<file path="src/rtl/bus2ram_slave_pkg.sv">
// Shared bus types and helpers for the bus-to-SRAM slave.
//   Bus               : command and response encodings seen on the on-chip bus.
//   bus2ram_slave_pkg : width helpers used when sizing ports and entries.
package Bus;
    // Encodings 3..7 are legal on the wire and are answered with ERR.
    typedef enum logic [2:0] {
        IDLE = 3'd0,
        WR   = 3'd1,
        RD   = 3'd2
    } Cmd;

    typedef enum logic [1:0] {
        NULL = 2'd0,
        DVA  = 2'd1,
        ERR  = 2'd3
    } Resp;
endpackage

package bus2ram_slave_pkg;
    localparam int RESP_W = $bits(Bus::Resp);

    // Number of byte lanes for a given data width.
    function automatic int be_width(input int data_width);
        return data_width / 8;
    endfunction
endpackage

</file>
<file path="src/rtl/bus2ram_slave_if.sv">
// Bus interface between the bus master and the SRAM slave.
//   master: drives MCmd/MAddr/MData/MByteEn/MRespAccept, sees SCmdAccept/SResp/SData.
//   slave : the mirror image.
interface bus2ram_slave_if
    import bus2ram_slave_pkg::*;
#(
    parameter int ADDR_WIDTH = 32,
    parameter int DATA_WIDTH = 32
) ();
    Bus::Cmd                       MCmd;
    logic [ADDR_WIDTH-1:0]         MAddr;
    logic [DATA_WIDTH-1:0]         MData;
    logic [be_width(DATA_WIDTH)-1:0] MByteEn;
    logic                          MRespAccept;
    logic                          SCmdAccept;
    Bus::Resp                      SResp;
    logic [DATA_WIDTH-1:0]         SData;

    modport master (
        output MCmd, MAddr, MData, MByteEn, MRespAccept,
        input  SCmdAccept, SResp, SData
    );

    modport slave (
        input  MCmd, MAddr, MData, MByteEn, MRespAccept,
        output SCmdAccept, SResp, SData
    );
endinterface

</file>
<file path="src/rtl/bus2ram_resp_fifo.sv">
// Response FIFO with fall-through head.
//   push/wdata : enqueue an entry
//   pop        : consume the head (only meaningful while valid)
//   rdata/valid: head entry; when empty a same-cycle push is shown directly
//   full/empty/count: stored-entry occupancy
module bus2ram_resp_fifo #(
    parameter int DEPTH = 2,
    parameter int WIDTH = 34
) (
    input  logic                       clk,
    input  logic                       reset,
    input  logic                       push,
    input  logic [WIDTH-1:0]           wdata,
    input  logic                       pop,
    output logic [WIDTH-1:0]           rdata,
    output logic                       valid,
    output logic                       full,
    output logic                       empty,
    output logic [$clog2(DEPTH+1)-1:0] count
);
    localparam int AW = (DEPTH > 1) ? $clog2(DEPTH) : 1;
    localparam int CW = $clog2(DEPTH + 1);

    logic [WIDTH-1:0] mem_q [DEPTH];
    logic [AW-1:0]    rd_ptr_q, rd_ptr_d, wr_ptr_q, wr_ptr_d;
    logic [CW-1:0]    count_q, count_d;
    logic             store, deq;

    function automatic logic [AW-1:0] ptr_inc(input logic [AW-1:0] p);
        return (p == AW'(DEPTH - 1)) ? '0 : p + AW'(1);
    endfunction

    always_comb begin
        empty = (count_q == '0);
        full  = (count_q == CW'(DEPTH));
        count = count_q;
        valid = !empty || push;
        // Empty FIFO: the incoming entry is the head this very cycle.
        rdata = empty ? wdata : mem_q[rd_ptr_q];
        // A push consumed through the bypass in the same cycle is never stored.
        store = push && !(empty && pop);
        deq   = pop && !empty;

        rd_ptr_d = deq   ? ptr_inc(rd_ptr_q) : rd_ptr_q;
        wr_ptr_d = store ? ptr_inc(wr_ptr_q) : wr_ptr_q;
        count_d  = count_q;
        if (store && !deq) count_d = count_q + CW'(1);
        else if (!store && deq) count_d = count_q - CW'(1);
    end

    always_ff @(posedge clk) begin
        if (reset) begin
            rd_ptr_q <= '0;
            wr_ptr_q <= '0;
            count_q  <= '0;
        end else begin
            rd_ptr_q <= rd_ptr_d;
            wr_ptr_q <= wr_ptr_d;
            count_q  <= count_d;
        end
    end

    always_ff @(posedge clk) begin
        if (store) mem_q[wr_ptr_q] <= wdata;
    end

    // Credit accounting upstream must never push into a full FIFO without a pop.
    a_no_overflow: assert property (@(posedge clk) disable iff (reset) !(push && full && !pop));
endmodule

</file>
<file path="src/rtl/bus2ram_slave.sv">
// Bus slave serving RD/WR commands from a synchronous single-port SRAM.
//   clk, reset : clock and synchronous active-high reset
//   bus        : bus slave port (command, write data, responses)
//   mem_*      : SRAM strobe/write/address/byte-enable/data, mem_rdata arrives
//                READ_LATENCY cycles after mem_en
// Commands are accepted against credits (accepted but not yet popped), travel
// a READ_LATENCY-deep pipe in order, and land in a response FIFO whose head
// drives SResp/SData until the master accepts it.
module bus2ram_slave
    import bus2ram_slave_pkg::*;
#(
    parameter int ADDR_WIDTH     = 32,
    parameter int DATA_WIDTH     = 32,
    parameter int MEM_ADDR_WIDTH = 10,
    parameter int READ_LATENCY   = 1,
    parameter int RESP_DEPTH     = 2
) (
    input  logic                            clk,
    input  logic                            reset,
    bus2ram_slave_if.slave                  bus,
    output logic                            mem_en,
    output logic                            mem_we,
    output logic [MEM_ADDR_WIDTH-1:0]       mem_addr,
    output logic [be_width(DATA_WIDTH)-1:0] mem_be,
    output logic [DATA_WIDTH-1:0]           mem_wdata,
    input  logic [DATA_WIDTH-1:0]           mem_rdata
);
    typedef struct packed {
        Bus::Resp              resp;
        logic [DATA_WIDTH-1:0] data;
    } resp_entry_t;

    localparam int CNT_W   = $clog2(RESP_DEPTH + 1);
    localparam int ENTRY_W = $bits(resp_entry_t);
    localparam int LAST    = READ_LATENCY - 1;

    logic [CNT_W-1:0]        cnt_q, cnt_d;
    logic [READ_LATENCY-1:0] pipe_vld_q, pipe_vld_d;
    logic [READ_LATENCY-1:0] pipe_rd_q, pipe_rd_d;
    logic [READ_LATENCY-1:0] pipe_err_q, pipe_err_d;
    logic                    is_rd, is_wr, in_range, cmd_err, cmd_ready, accept, pop;
    resp_entry_t             push_entry, head_entry;
    logic [ENTRY_W-1:0]      fifo_rdata;
    logic                    fifo_valid, fifo_full, fifo_empty;
    logic [CNT_W-1:0]        fifo_count;

    always_comb begin
        is_rd     = (bus.MCmd == Bus::RD);
        is_wr     = (bus.MCmd == Bus::WR);
        // Any byte-address bit above the SRAM word index makes it out of range.
        in_range  = ((bus.MAddr >> (MEM_ADDR_WIDTH + 2)) == '0);
        cmd_err   = !((is_rd || is_wr) && in_range);
        cmd_ready = !reset && (cnt_q < CNT_W'(RESP_DEPTH));
        accept    = cmd_ready && (bus.MCmd != Bus::IDLE);

        // Reset gates cmd_ready, so no SRAM write leaks out of a reset cycle.
        mem_en    = accept && !cmd_err;
        mem_we    = mem_en && is_wr;
        mem_addr  = bus.MAddr[MEM_ADDR_WIDTH+1:2];
        mem_be    = is_wr ? bus.MByteEn : '1;
        mem_wdata = bus.MData;

        // Every accepted command rides the pipe so responses stay in order.
        pipe_vld_d[0] = accept;
        pipe_rd_d[0]  = accept && is_rd && !cmd_err;
        pipe_err_d[0] = accept && cmd_err;
        for (int i = 1; i < READ_LATENCY; i++) begin
            pipe_vld_d[i] = pipe_vld_q[i-1];
            pipe_rd_d[i]  = pipe_rd_q[i-1];
            pipe_err_d[i] = pipe_err_q[i-1];
        end

        push_entry.resp = pipe_err_q[LAST] ? Bus::ERR : Bus::DVA;
        push_entry.data = pipe_rd_q[LAST] ? mem_rdata : '0;

        head_entry      = resp_entry_t'(fifo_rdata);
        bus.SCmdAccept  = cmd_ready;
        bus.SResp       = (fifo_valid && !reset) ? head_entry.resp : Bus::NULL;
        bus.SData       = (fifo_valid && !reset) ? head_entry.data : '0;
        pop             = fifo_valid && !reset && bus.MRespAccept;

        cnt_d = cnt_q;
        if (accept && !pop) cnt_d = cnt_q + CNT_W'(1);
        else if (!accept && pop) cnt_d = cnt_q - CNT_W'(1);
    end

    always_ff @(posedge clk) begin
        if (reset) begin
            cnt_q      <= '0;
            pipe_vld_q <= '0;
            pipe_rd_q  <= '0;
            pipe_err_q <= '0;
        end else begin
            cnt_q      <= cnt_d;
            pipe_vld_q <= pipe_vld_d;
            pipe_rd_q  <= pipe_rd_d;
            pipe_err_q <= pipe_err_d;
        end
    end

    bus2ram_resp_fifo #(
        .DEPTH (RESP_DEPTH),
        .WIDTH (ENTRY_W)
    ) u_resp_fifo (
        .clk   (clk),
        .reset (reset),
        .push  (pipe_vld_q[LAST]),
        .wdata (push_entry),
        .pop   (pop),
        .rdata (fifo_rdata),
        .valid (fifo_valid),
        .full  (fifo_full),
        .empty (fifo_empty),
        .count (fifo_count)
    );

    // Stored responses are a subset of the outstanding credits.
    a_occupancy: assert property (@(posedge clk) disable iff (reset)
        (fifo_count <= cnt_q) && (fifo_full == (fifo_count == CNT_W'(RESP_DEPTH)))
        && (fifo_empty == (fifo_count == '0)));
endmodule

</file>
<file path="src/flat_wrapper.sv">
// flat-port wrapper written by rule: the top's interface ports become plain ports
module bus2ram_slave_flat import bus2ram_slave_pkg::*;
#(
    parameter int ADDR_WIDTH     = 32,
    parameter int DATA_WIDTH     = 32,
    parameter int MEM_ADDR_WIDTH = 10,
    parameter int READ_LATENCY   = 1,
    parameter int RESP_DEPTH     = 2
)
  (clk, reset, mem_en, mem_we, mem_addr, mem_be, mem_wdata, mem_rdata, bus_MCmd, bus_MAddr, bus_MData, bus_MByteEn, bus_MRespAccept, bus_SCmdAccept, bus_SResp, bus_SData);
  bus2ram_slave_if #(.ADDR_WIDTH(ADDR_WIDTH), .DATA_WIDTH(DATA_WIDTH)) bus_i ();
  input  logic clk;
  input  logic reset;
  output logic mem_en;
  output logic mem_we;
  output logic [MEM_ADDR_WIDTH-1:0] mem_addr;
  output logic [be_width(DATA_WIDTH)-1:0] mem_be;
  output logic [DATA_WIDTH-1:0] mem_wdata;
  input  logic [DATA_WIDTH-1:0] mem_rdata;
  input wire logic [$bits(bus_i.MCmd)-1:0] bus_MCmd;
  input wire logic [$bits(bus_i.MAddr)-1:0] bus_MAddr;
  input wire logic [$bits(bus_i.MData)-1:0] bus_MData;
  input wire logic [$bits(bus_i.MByteEn)-1:0] bus_MByteEn;
  input wire logic [$bits(bus_i.MRespAccept)-1:0] bus_MRespAccept;
  output wire logic [$bits(bus_i.SCmdAccept)-1:0] bus_SCmdAccept;
  output wire logic [$bits(bus_i.SResp)-1:0] bus_SResp;
  output wire logic [$bits(bus_i.SData)-1:0] bus_SData;
  assign bus_i.MCmd = bus_MCmd;
  assign bus_i.MAddr = bus_MAddr;
  assign bus_i.MData = bus_MData;
  assign bus_i.MByteEn = bus_MByteEn;
  assign bus_i.MRespAccept = bus_MRespAccept;
  assign bus_SCmdAccept = bus_i.SCmdAccept;
  assign bus_SResp = bus_i.SResp;
  assign bus_SData = bus_i.SData;
  bus2ram_slave #(.ADDR_WIDTH(ADDR_WIDTH), .DATA_WIDTH(DATA_WIDTH), .MEM_ADDR_WIDTH(MEM_ADDR_WIDTH), .READ_LATENCY(READ_LATENCY), .RESP_DEPTH(RESP_DEPTH)) u_core (.clk(clk), .reset(reset), .bus(bus_i), .mem_en(mem_en), .mem_we(mem_we), .mem_addr(mem_addr), .mem_be(mem_be), .mem_wdata(mem_wdata), .mem_rdata(mem_rdata));
endmodule
</file>
<file path="config.mk">
export PLATFORM = sky130hd
export DESIGN_NAME = bus2ram_slave_flat
export DESIGN_NICKNAME = d
export VERILOG_FILES = /design/src/rtl/bus2ram_slave_pkg.sv /design/src/rtl/bus2ram_slave_if.sv /design/src/rtl/bus2ram_resp_fifo.sv /design/src/rtl/bus2ram_slave.sv /design/src/flat_wrapper.sv
export SDC_FILE = /design/constraint.sdc
export NUM_CORES = 1
export LEC_CHECK = 0
export CAP_MARGIN = 20
export CORE_MARGIN = 2
export CORE_UTILIZATION = 42
export DETAILED_ROUTE_END_ITERATION = 8
export PLACE_DENSITY = 0.82
export SYNTH_ARGS = -nofsm -noshare
export SYNTH_HDL_FRONTEND = slang
export SYNTH_SLANG_ARGS = --single-unit
</file>
<file path="constraint.sdc">
create_clock -name clk -period 2.2 [get_ports clk]
set_input_delay 0.33 -clock clk [delete_from_list [all_inputs] [get_ports clk]]
set_output_delay 0.33 -clock clk [all_outputs]
set_load 0.1 [all_outputs]
</file>
# Word level (Yosys, flattened, before mapping)
# Memory sizes are Yosys's and may differ from the RTL's. A register that Yosys moved wholly into a read port is not among the register bits.
# Index checks and enable logic that the tools add are counted.
[word_totals]
reg_bits = 9
mem_bits_rw = 68
inputBits = 106
output_inout_bits = 83
word_cells = 65
n_memories = 1
[memory_table]
columns = ["memory", "depth", "width", "read_ports", "rd_clocked_by_memory_dff", "wr", "line_no", "source"]
rows = [
  ["u_core.u_resp_fifo.mem_q", 2, 34, 1, 1, 1, "bus2ram_resp_fifo.sv:24", "logic [WIDTH-1:0] mem_q [DEPTH];"],
]
[classes]
add_sub_neg = 6
n_lt_le_gt_ge = 1
eq_ne = 2
muxes = 16
reduce_logical = 32
[op_table]
columns = ["operator", "count"]
rows = [
  ["$mux 32", 2],
  ["$mux 34", 1],
  ["$logic_not 32->1", 1],
  ["$logic_and 1x1->1", 17],
  ["$mux 2", 6],
  ["$logic_not 1->1", 8],
  ["$mux 1", 6],
  ["$add 2x1->2 const B", 2],
  ["$mux 4", 1],
  ["$reduce_bool 2->1", 2],
  ["$sub 2x1->2 const B", 2],
  ["$eq 3x1->1 const B", 1],
  ["$eq 3x2->1 const B", 1],
  ["$reduce_bool 3->1", 1],
  ["$add 1x1->1 const B", 2],
  ["$logic_not 2->1", 1],
  ["$logic_or 1x1->1", 2],
  ["$lt 2x2->1 const B", 1],
]

# Depth between registers and ports, before layout
[logic_depth]
depth_word = 12
ltp_mapped = 9

# By module
# A second synthesis with hierarchy kept.
[hier_totals]
cells_unflattened = 367
hier_area_um2 = 4132.7
[modules_own_cells]
columns = ["module", "instances", "cells_per_inst", "area_each_um2", "seq_area_each_um2"]
rows = [
  ["bus2ram_resp_fifo", 1, 211, 3036.7, 2142.1],
  ["bus2ram_slave", 1, 156, 1096.1, 100.1],
]

# Worst setup path before layout
# OpenSTA, ideal clock, no wires.
[synth_path]
path_type = "input -> output"
from = "input port reset"
to = "output port mem_en"
arrival_ns = 4.294
slack_ns = -2.424
cell_stages = 4
path_cell_list = "buf_2 nor2_1 o31ai_1 nor3_1"
[synth_via]
elab_chain_cells = 4
[synth_rtl]
columns = ["item", "line_no", "source"]
rows = [
  ["from (decl)", "flat_wrapper.sv:13", "input logic reset;"],
  ["$logic_not 1->1", "bus2ram_slave.sv:53", "cmd_ready = !reset && (cnt_q < CNT_W'(RESP_DEPTH));"],
  ["$logic_and 1x1->1", "bus2ram_slave.sv:53", ""],
  ["net bus_SCmdAccept", "flat_wrapper.sv:25", "output wire logic [$bits(bus_i.SCmdAccept)-1:0] bus_SCmdAccept;"],
  ["$logic_and 1x1->1", "bus2ram_slave.sv:54", "accept = cmd_ready && (bus.MCmd != Bus::IDLE);"],
  ["$logic_and 1x1->1", "bus2ram_slave.sv:57", "mem_en = accept && !cmd_err;"],
  ["to (decl)", "flat_wrapper.sv:14", "output logic mem_en;"],
]
# The timed path passes the listed nets, and every way through them passes these cells.

# Worst setup path after layout
[layout_path]
from = "input port reset"
to = "output port mem_en"
[layout_via]
elab_chain_cells = 4
[layout_rtl]
columns = ["item", "line_no"]
rows = [
  ["$logic_not 1->1", "bus2ram_slave.sv:53"],
  ["$logic_and 1x1->1", "bus2ram_slave.sv:53"],
  ["$logic_and 1x1->1", "bus2ram_slave.sv:54"],
  ["$logic_and 1x1->1", "bus2ram_slave.sv:57"],
]
# No other way between the ends.

==> impl_metrics.env <==
export IMPL_grt_max_degree=37
export IMPL_cp_end_kind="primary output"
export IMPL_clockBufferDepth=2
export IMPL_firstDrtPassIters=4
export IMPL_cts_tree="yes"
export IMPL_use_met3=0.05130
export IMPL_critPathLaunchType="primary input"
export IMPL_p_switching_mw=3.365
export IMPL_use_met2=0.3011
export IMPL_viasPerCell=4.905
export IMPL_clk_latency_ns=0.34
export IMPL_cellPowerDensity_nw_per_um2=1283
export IMPL_worst_slew_pin_slew_ns=0.5248
export IMPL_drive_gt1_frac=0.2998
export IMPL_synth_top_area_frac=0.4922
export IMPL_timing_final_crit_share=0.9752
export IMPL_num_antenna_cells=0
export IMPL_port_buffers=102
export IMPL_pwr_share_seq=0.256
export IMPL_crit_path_max_fanout=6
export IMPL_worstSetupPathType="primary input to primary output"
export IMPL_numCtsBuffers=9
export IMPL_rsz0062_at_grt="yes"
export IMPL_cts_sink_count=76
export IMPL_final_cell_mix="edfxtp_1, clkdlybuf4s50_1, buf_12"
export IMPL_fp_dieW_um=101.9
export IMPL_avgSynthCellArea_um2=12.28
export IMPL_pwr_share_comb=0.595
export IMPL_clkPwrFrac=0.149
export IMPL_final_net_count=511
export IMPL_p_total_mw=7.400
export IMPL_core_rowCount=35
export IMPL_fmax_mhz=466.1
export IMPL_clk_pin_slew_worst_paths_ns=0.07
export IMPL_hp_class="register to register"
export IMPL_syn_nets=436
export IMPL_hold_viol_final=0
export IMPL_gr_total_overflow=0
export IMPL_clock_skew_ns=0.01001
export IMPL_hpwlAfterDp_mm=6.053
export IMPL_status="completed"
export IMPL_start_util=0.4337
export IMPL_ios=189
export IMPL_wl_mm=8.640
export IMPL_grt_first_pass_wirelength_mm=12.97
export IMPL_core_area_um2=9284
export IMPL_reg2reg_slack_ns=0.30
export IMPL_gp_routability_congestion=0.7272
export IMPL_gr_max_usage_layer="met2"
export IMPL_critPathRequiredTime_ns=1.87
export IMPL_switching_share=0.4547
export IMPL_postRouteAntennaNets=0
export IMPL_cts_htree_levels=3
export IMPL_die_y_um=101.9
export IMPL_post_synth_num_cell_types=28
export IMPL_via_count=2629
export IMPL_synth_area_leaders="edfxtp_1, a211oi_2, buf_4"
export IMPL_synth_area_um2=4026
export IMPL_internal_power_mw=4.035
export IMPL_first_iter_violations=105
export IMPL_grt_antenna_before_repair=0
export IMPL_maxCapViolations=0
export IMPL_cts_hold_fix_buffers=0
export IMPL_post_route_drc_count=0
export IMPL_cts_root_buf="clkbuf_8"
export IMPL_arrival_ns=1.82
export IMPL_ys_warn_count=0
export IMPL_area_growth_pct=43.23
export IMPL_ir_worst_vdd_mv=0.7253
export IMPL_met1_usage=0.1780
export IMPL_period_needed_ns=2.146
export IMPL_maxSlewHeadroom=0.6452
export IMPL_die_area_um2=10390
export IMPL_ys_seq_elements=76
export IMPL_final_common_cell="edfxtp_1"
export IMPL_finish_utilization=0.6212
export IMPL_p_leak_nw=1.992
export IMPL_netlist_instances=328
export IMPL_final_max_slew_violation_count=0
export IMPL_setup_viol=0
export IMPL_first_global_vias=2694
export IMPL_post_synth_top_area_cell="edfxtp_1"
export IMPL_routedWlPerCell_um=16.12
export IMPL_grt_usage=0.1663
export IMPL_synth_seq_area_share=0.5420
what timing repair did:
item	CTS	global route
buffers inserted	0	1
endpoints found under the setup margin	0	34
resized for setup	0	10
state kept, by name (all words and copies together), names as in the netlist, named ones only:
name                         cells
u_core.u_resp_fifo.count         2
u_core.pipe_err_q                1
u_core.u_resp_fifo.mem_q        66
u_core.u_resp_fifo.wr_ptr_q      1
u_core.u_resp_fifo.rd_ptr_q      1
u_core.pipe_rd_q                 1
u_core.cnt_q                     2
u_core.pipe_vld_q                1
power by group through the flow:
stage | clock network [mW] | registers (mW) | logic, mW
global placement | 0 | 1.90 | 4.15
finish | 1.10 | 1.90 | 4.40
CTS | 1.12 | 1.89 | 4.22
floorplan | 0 | 1.90 | 3.22
detailed placement | 0 | 1.92 | 4.21
global route | 1.19 | 1.91 | 4.60
cell usage after synthesis:
cell type / number
nor4b_1: 1
or2_1: 1
or3_1: 4
buf_4: 46
nor2_1: 41
nor3_1: 4
nand2_1: 1
a211oi_2: 30
dfxtp_1: 10
inv_1: 5
ha_1: 2
a21o_1: 1
buf_2: 9
xor2_1: 5
nor4_1: 4
o31ai_1: 1
clkbuf_1: 3
nand4_1: 1
nand2b_1: 6
o21a_1: 1
edfxtp_1: 66
a21oi_1: 5
nand3_1: 3
buf_6: 4
and2_1: 34
mux2i_1: 33
o21ai_0: 4
a211oi_1: 3
layer usage:
metal | wire (um) | up-vias
met5 | 0 | -
met4 | 144 | 0
met3 | 570 | 11
met2 | 4716 | 100
met1 | 3209 | 1239
li1 | - | 1279
per-stage QoR:
step	setup slack, ns	hold WS, ns	instance area [um2]	setup TNS [ns]	cells
CTS	0.0001277	0.4822	5679	0	534
finish	0.05446	0.4896	5767	0	536
floorplan	-0.3365	0.4263	4099	-11.12	328
global placement	-0.02077	0.4353	5474	-0.02077	519
global route	-0.03317	0.4946	5767	-0.03317	536
detailed placement	-0.06882	0.4648	5474	-0.08494	519
path summary, 6_finish.rpt:
| check | depth (start not counted) | from | to |
|---|---|---|---|
| setup / recovery | 7 | reset | mem_en |
| hold / removal | 0 | u_core.pipe_err_q | u_core.u_resp_fifo.mem_q[1][33] |
| setup reg to reg | 6 | u_core.u_resp_fifo.count[0] | u_core.u_resp_fifo.count[1] |
| hold reg to reg | 0 | u_core.pipe_err_q | u_core.u_resp_fifo.mem_q[1][33] |
critical path: stages:
cell and delay, ns:
clkdlybuf4s50_1 0.50, buf_4 0.20, nor2_4 0.11, o31ai_1 0.10, buf_4 0.16, nor3_4 0.22
buf_12 0.20
cell type report:
cell class | instances | area, um2
inverter | 5 | 18.77
timing repair buffer | 126 | 1704
tap | 129 | 161.4
multi-input combinational | 185 | 1491
clock inverter | 5 | 77.57
fill | 717 | 3517
sequential | 76 | 2186
clock buffer | 10 | 127.6
kinds of logic after synthesis:
group | count (synthesis) | share of synthesized area
AND/OR/NAND/NOR | 100 | 0.1277
adder cells (fa/ha/maj) | 2 | 0.006214
XOR/XNOR | 5 | 0.01088
buffers and inverters | 67 | 0.1156
multiplexers | 33 | 0.08204
AO/OA/AOI/OAI | 45 | 0.1156
flip-flops | 76 | 0.5420
No activity file was read; power rests on OpenSTA's default activity.
==> edit 1: new RTL, same flow settings <==
Put a register stage on the output `mem_wdata`, cleared by the reset. The value now appears one clock later. The other outputs are not delayed to match.
--- a/src/rtl/bus2ram_slave.sv
+++ b/src/rtl/bus2ram_slave.sv
@@ -34,6 +34,8 @@
     localparam int ENTRY_W = $bits(resp_entry_t);
     localparam int LAST    = READ_LATENCY - 1;
 
+    logic [DATA_WIDTH-1:0] mem_wdata_d;
+
     logic [CNT_W-1:0]        cnt_q, cnt_d;
     logic [READ_LATENCY-1:0] pipe_vld_q, pipe_vld_d;
     logic [READ_LATENCY-1:0] pipe_rd_q, pipe_rd_d;
@@ -58,7 +60,7 @@
         mem_we    = mem_en && is_wr;
         mem_addr  = bus.MAddr[MEM_ADDR_WIDTH+1:2];
         mem_be    = is_wr ? bus.MByteEn : '1;
-        mem_wdata = bus.MData;
+        mem_wdata_d = bus.MData;
 
         // Every accepted command rides the pipe so responses stay in order.
         pipe_vld_d[0] = accept;
@@ -118,5 +120,13 @@
     a_occupancy: assert property (@(posedge clk) disable iff (reset)
         (fifo_count <= cnt_q) && (fifo_full == (fifo_count == CNT_W'(RESP_DEPTH)))
         && (fifo_empty == (fifo_count == '0)));
+    always_ff @(posedge clk) begin
+        if (reset) begin
+            mem_wdata <= '0;
+        end else begin
+            mem_wdata <= mem_wdata_d;
+        end
+    end
+
 endmodule
 
Formal check against the unedited RTL: not equivalent (a bounded check fails within 4 cycles, from zero or initial values and one cycle with reset high).
==> edit 1 against the unedited design <==
- non-clock buffer count up 62
- worst setup slack worse by 0.0011 ns
- total power up 16%
- first-iteration DRC count up 55%
- sequential cell count up 32
- wire length up 26%
- area after synthesis up 15%
- design area up 25%
==> edit 1: results (changes against the unedited design) <==
| Metric | Value |
|---|---|
| Iter 0 DRT Violations | 163 (was 105) |
| Total number of nets in the final design | 637 (was 511) |
| Filler Cell Count | 728 (was 717) |
| Async SR Flop Fraction | 0 (unchanged) |
| Routed wire per std cell | 16.2 um (was 16.1 um) |
| Clock slew at reported path FFs | 0.11 ns (was 0.07 ns) |
| Routed WL | 10900 um (was 8640 um) |
| Largest delay contributor family on the critical path | compound AO/OA/AOI/OAI gates (was buffers and inverters) |
| Post-synth net total | 471 (was 436) |
| Delay of the slowest cell on the worst path | 0.39 ns (was 0.50 ns) |
| Share of the yosys chip area belonging to registers | 0.609 (was 0.542) |
| Top post-synthesis cells by count | sky130_fd_sc_hd__edfxtp_1, sky130_fd_sc_hd__dfxtp_1, sky130_fd_sc_hd__nor2_1 (was sky130_fd_sc_hd__edfxtp_1, sky130_fd_sc_hd__buf_4, sky130_fd_sc_hd__nor2_1) |
| Gpl congestion | 0.792 (was 0.727) |
| Fraction of layout cells with a size suffix above 1 | 0.294 (was 0.300) |
| Vias per std cell | 4.83 (was 4.90) |
| DP Cell Count | 657 (was 519) |
| Clock buffer count from CTS | 9 (unchanged) |
| Number of library cell types mapped by synthesis | 29 (was 28) |
| Wire length of the first global-routing pass | 16500 um (was 13000 um) |
| Worst supply voltage drop on vdd | 663 uV (was 725 uV) |
| CP max stage cell | sky130_fd_sc_hd__dfxtp_2 (was sky130_fd_sc_hd__clkdlybuf4s50_1) |
| Synth top area cells | sky130_fd_sc_hd__edfxtp_1, sky130_fd_sc_hd__dfxtp_1, sky130_fd_sc_hd__a211oi_2 (was sky130_fd_sc_hd__edfxtp_1, sky130_fd_sc_hd__a211oi_2, sky130_fd_sc_hd__buf_4) |
| Number of global-route vias before repair | 3411 (was 2694) |
| Slew @ Worst Pin | 0.526 ns (was 0.525 ns) |
| Critical Path Fanout Max | 9 (was 6) |
| Total GRT Usage | 0.182 (was 0.166) |
| Largest net degree at the start of global routing | 48 (was 37) |
| Detail Placement HPWL | 7600 um (was 6050 um) |
| Total leakage power | 2.62 nW (was 1.99 nW) |
| Cell area reported after detailed placement | 0.00687 sq mm (was 0.00547 sq mm) |
| Hold/Removal Path Class | primary input to flop (was flop to flop) |
| Pre-CTS setup slack | -0.0356 ns (was -0.0688 ns) |
| Syn Inst Count | 363 (was 328) |
| Clock latency at the later pin of the worst-skew pair | 0.36 ns (was 0.34 ns) |
| Internal Power | 4.64 mW (was 4.04 mW) |
| Outcome | completed (unchanged) |
[edit 1: worst register-to-register path, cell delays in order, from the launching register on]
cell                      delay, ns
sky130_fd_sc_hd__dfxtp_2       0.35
sky130_fd_sc_hd__nor4b_1       0.51
sky130_fd_sc_hd__nor2_1        0.13
sky130_fd_sc_hd__ha_1          0.24
sky130_fd_sc_hd__xor2_1        0.15
sky130_fd_sc_hd__or3_1         0.32
sky130_fd_sc_hd__a21oi_1       0.16
[edit 1: final cells by class]
cell class	count	area, sq um	share of cell area
clock buffers	10	149	0.0206
clock inverters	6	50.0	0.00693
inverters	5	18.8	0.00260
multi-input cells	217	1740	0.241
flip-flops and latches	108	2830	0.391
well taps	140	175	0.0243
repair buffers	188	2260	0.313
[edit 1: worst paths after layout]
| check | endpoint | slack [ns] | cells after the start | start |
|---|---|---|---|---|
| worst max-delay path | bus_SData[4] | 0.05 | 5 | u_core.u_resp_fifo.count[0] |
| worst min-delay path | u_core.mem_wdata[5] | 0.51 | 2 | bus_MData[5] |
| worst max register to register | u_core.u_resp_fifo.count[1] | 0.27 | 6 | u_core.u_resp_fifo.count[1] |
| worst min register to register | u_core.u_resp_fifo.mem_q[1][33] | 0.52 | 0 | u_core.pipe_err_q |
[edit 1: logic make-up (layout without fill, tap and decap cells)]
logic type / Yosys count / count (layout) / synth area share
AND/OR/NAND/NOR: 132 / 132 / 0.154
flip-flops: 108 / 108 / 0.609
AO/OA/AOI/OAI: 45 / 45 / 0.100
buffers and inverters: 38 / 209 / 0.0507
multiplexers: 33 / 33 / 0.0712
XOR/XNOR: 5 / 5 / 0.00944
adder cells (fa/ha/maj): 2 / 2 / 0.00540
[edit 1: power by group through the flow]
stage / Combinational, mW / Sequential, mW / Clock, mW
2_1_floorplan: 2.97 / 2.76 / 0
3_3_place_gp: 4.47 / 2.54 / 0
3_5_place_dp: 4.54 / 2.56 / 0
4_1_cts: 4.56 / 2.51 / 1.25
5_1_grt: 5.11 / 2.54 / 1.33
6_report: 4.89 / 2.51 / 1.21
[edit 1: layer usage]
layer,wire [um],up-vias,global-route usage
met3,731,18,0.0550
met2,5840,113,0.331
met1,4210,1527,0.198
met5,0,-,0
met4,146,0,0.0650
li1,-,1597,-
[edit 1: timing repair]
action                     CTS  global route
buffers inserted             0             0
pin swaps                    0             1
gates resized for setup      2            20
gates cloned                 0             1
hold endpoints to repair     0             0
setup endpoints to repair   26            35
==> edit 2: new RTL, same settings <==
Made on the original files. `MEM_ADDR_WIDTH` is set to 10 in 2 places; all go to 11.
--- a/src/rtl/bus2ram_slave.sv
+++ b/src/rtl/bus2ram_slave.sv
@@ -11,7 +11,7 @@
 #(
     parameter int ADDR_WIDTH     = 32,
     parameter int DATA_WIDTH     = 32,
-    parameter int MEM_ADDR_WIDTH = 10,
+    parameter int MEM_ADDR_WIDTH = 11,
     parameter int READ_LATENCY   = 1,
     parameter int RESP_DEPTH     = 2
 ) (
--- a/src/flat_wrapper.sv
+++ b/src/flat_wrapper.sv
@@ -3,7 +3,7 @@
 #(
     parameter int ADDR_WIDTH     = 32,
     parameter int DATA_WIDTH     = 32,
-    parameter int MEM_ADDR_WIDTH = 10,
+    parameter int MEM_ADDR_WIDTH = 11,
     parameter int READ_LATENCY   = 1,
     parameter int RESP_DEPTH     = 2
 )
Ports: changed (resized mem_addr); port bits go from 189 to 190. No check against the original RTL was run, so the function may have changed too.
==> edit 2 against the unedited design <==
- design area is 0.89% higher
- die area barely moved
- area after synthesis about the same
- largest cell class unchanged
- largest power group unchanged
- total power increased by 2.0%
- core utilization grew 0.55 points
- sequential cell count is the same
- first-iteration DRC count shrank 39%
- wire length increased by 6.3%
- clock skew decreased by 0.00077 ns
- worst setup slack better by 0.016 ns
==> edit 2: results (changes against the unedited design) <==
| Metric | Value |
|---|---|
| Worst clock skew | 0.00925 ns (was 0.0100 ns) |
| Share of the yosys chip area belonging to registers | 0.541 (was 0.542) |
| Hold/Removal Path Class | primary input to flop (was flop to flop) |
| Delay of the slowest cell on the worst path | 0.56 ns (was 0.50 ns) |
| Worst supply voltage drop on vdd | 708 uV (was 725 uV) |
| Final cell count without fillers | 531 (was 536) |
| Detail Placement HPWL | 6330 um (was 6050 um) |
| Arrival time reported for the critical path endpoint | 1.80 ns (was 1.82 ns) |
| Top post-synthesis cells by count | sky130_fd_sc_hd__edfxtp_1, sky130_fd_sc_hd__buf_4, sky130_fd_sc_hd__nor2_1 (unchanged) |
| Maximum clock rate | 470 MHz (was 466 MHz) |
| Gpl congestion | 0.755 (was 0.727) |
| Clock net power | 0.990 mW (was 1.10 mW) |
| Number of global-route vias before repair | 2884 (was 2694) |
| Total GRT Usage | 0.175 (was 0.166) |
| Wire length of the first global-routing pass | 13900 um (was 13000 um) |
| Outcome | completed (unchanged) |
| Critical Path Fanout Max | 4 (was 6) |
| Routed WL | 9180 um (was 8640 um) |
| Fraction of layout cells with a size suffix above 1 | 0.299 (was 0.300) |
| Filler Cell Count | 705 (was 717) |
| Number of gates resized after cts | 4 (was 0) |
| Pre-CTS setup slack | -0.0933 ns (was -0.0688 ns) |
| Synth top area cells | sky130_fd_sc_hd__edfxtp_1, sky130_fd_sc_hd__a211oi_2, sky130_fd_sc_hd__buf_4 (unchanged) |
| FF-to-FF setup slack | 0.38 ns (was 0.30 ns) |
| Power density cells | 1300 mW/mm^2 (was 1280 mW/mm^2) |
## edit 2: changes by cell type in the layout (fill, tap and decap cells not counted), moves of 2 or more
| cell | before | now |
|---|---|---|
| sky130_fd_sc_hd__a211oi_2 | 26 | 11 |
| sky130_fd_sc_hd__a211oi_4 | 7 | 22 |
| sky130_fd_sc_hd__buf_4 | 17 | 14 |
| sky130_fd_sc_hd__clkdlybuf4s50_1 | 61 | 59 |
| sky130_fd_sc_hd__clkinv_2 | 1 | 3 |
## edit 2: cells by family (layout without fill, tap and decap cells)
family,after synthesis,count (layout),share of synthesized area
AND/OR/NAND/NOR,99,99,0.127
flip-flops,76,76,0.541
multiplexers,33,33,0.0820
XOR/XNOR,5,5,0.0109
adder cells (fa/ha/maj),2,2,0.00621
AO/OA/AOI/OAI,45,45,0.115
buffers and inverters,68,142,0.117
## edit 2: cell type report
class	instances	share of cell area
clock inverters	5	0.00925
multi-input cells	184	0.275
well taps	129	0.0277
clock buffers	10	0.0219
flip-flops and latches	76	0.376
repair buffers	122	0.287
inverters	5	0.00323
## edit 2: worst paths after layout
kind	startpoint	to	cells past startpoint
worst max-delay path	bus_MCmd[0]	mem_we	6
worst min-delay path	reset	u_core.u_resp_fifo.count[1]	2
worst max register to register	u_core.u_resp_fifo.count[0]	u_core.u_resp_fifo.count[1]	6
worst min register to register	u_core.pipe_err_q	u_core.u_resp_fifo.mem_q[1][33]	0
## edit 2: per-layer routing
layer | global-route usage | share of wire | vias up
li1 | - | - | 1249
met1 | 0.188 | 0.37 | 1299
met2 | 0.324 | 0.55 | 112
met3 | 0.0506 | 0.060 | 16
met4 | 0.0697 | 0.019 | 0
met5 | 0 | 0 | -
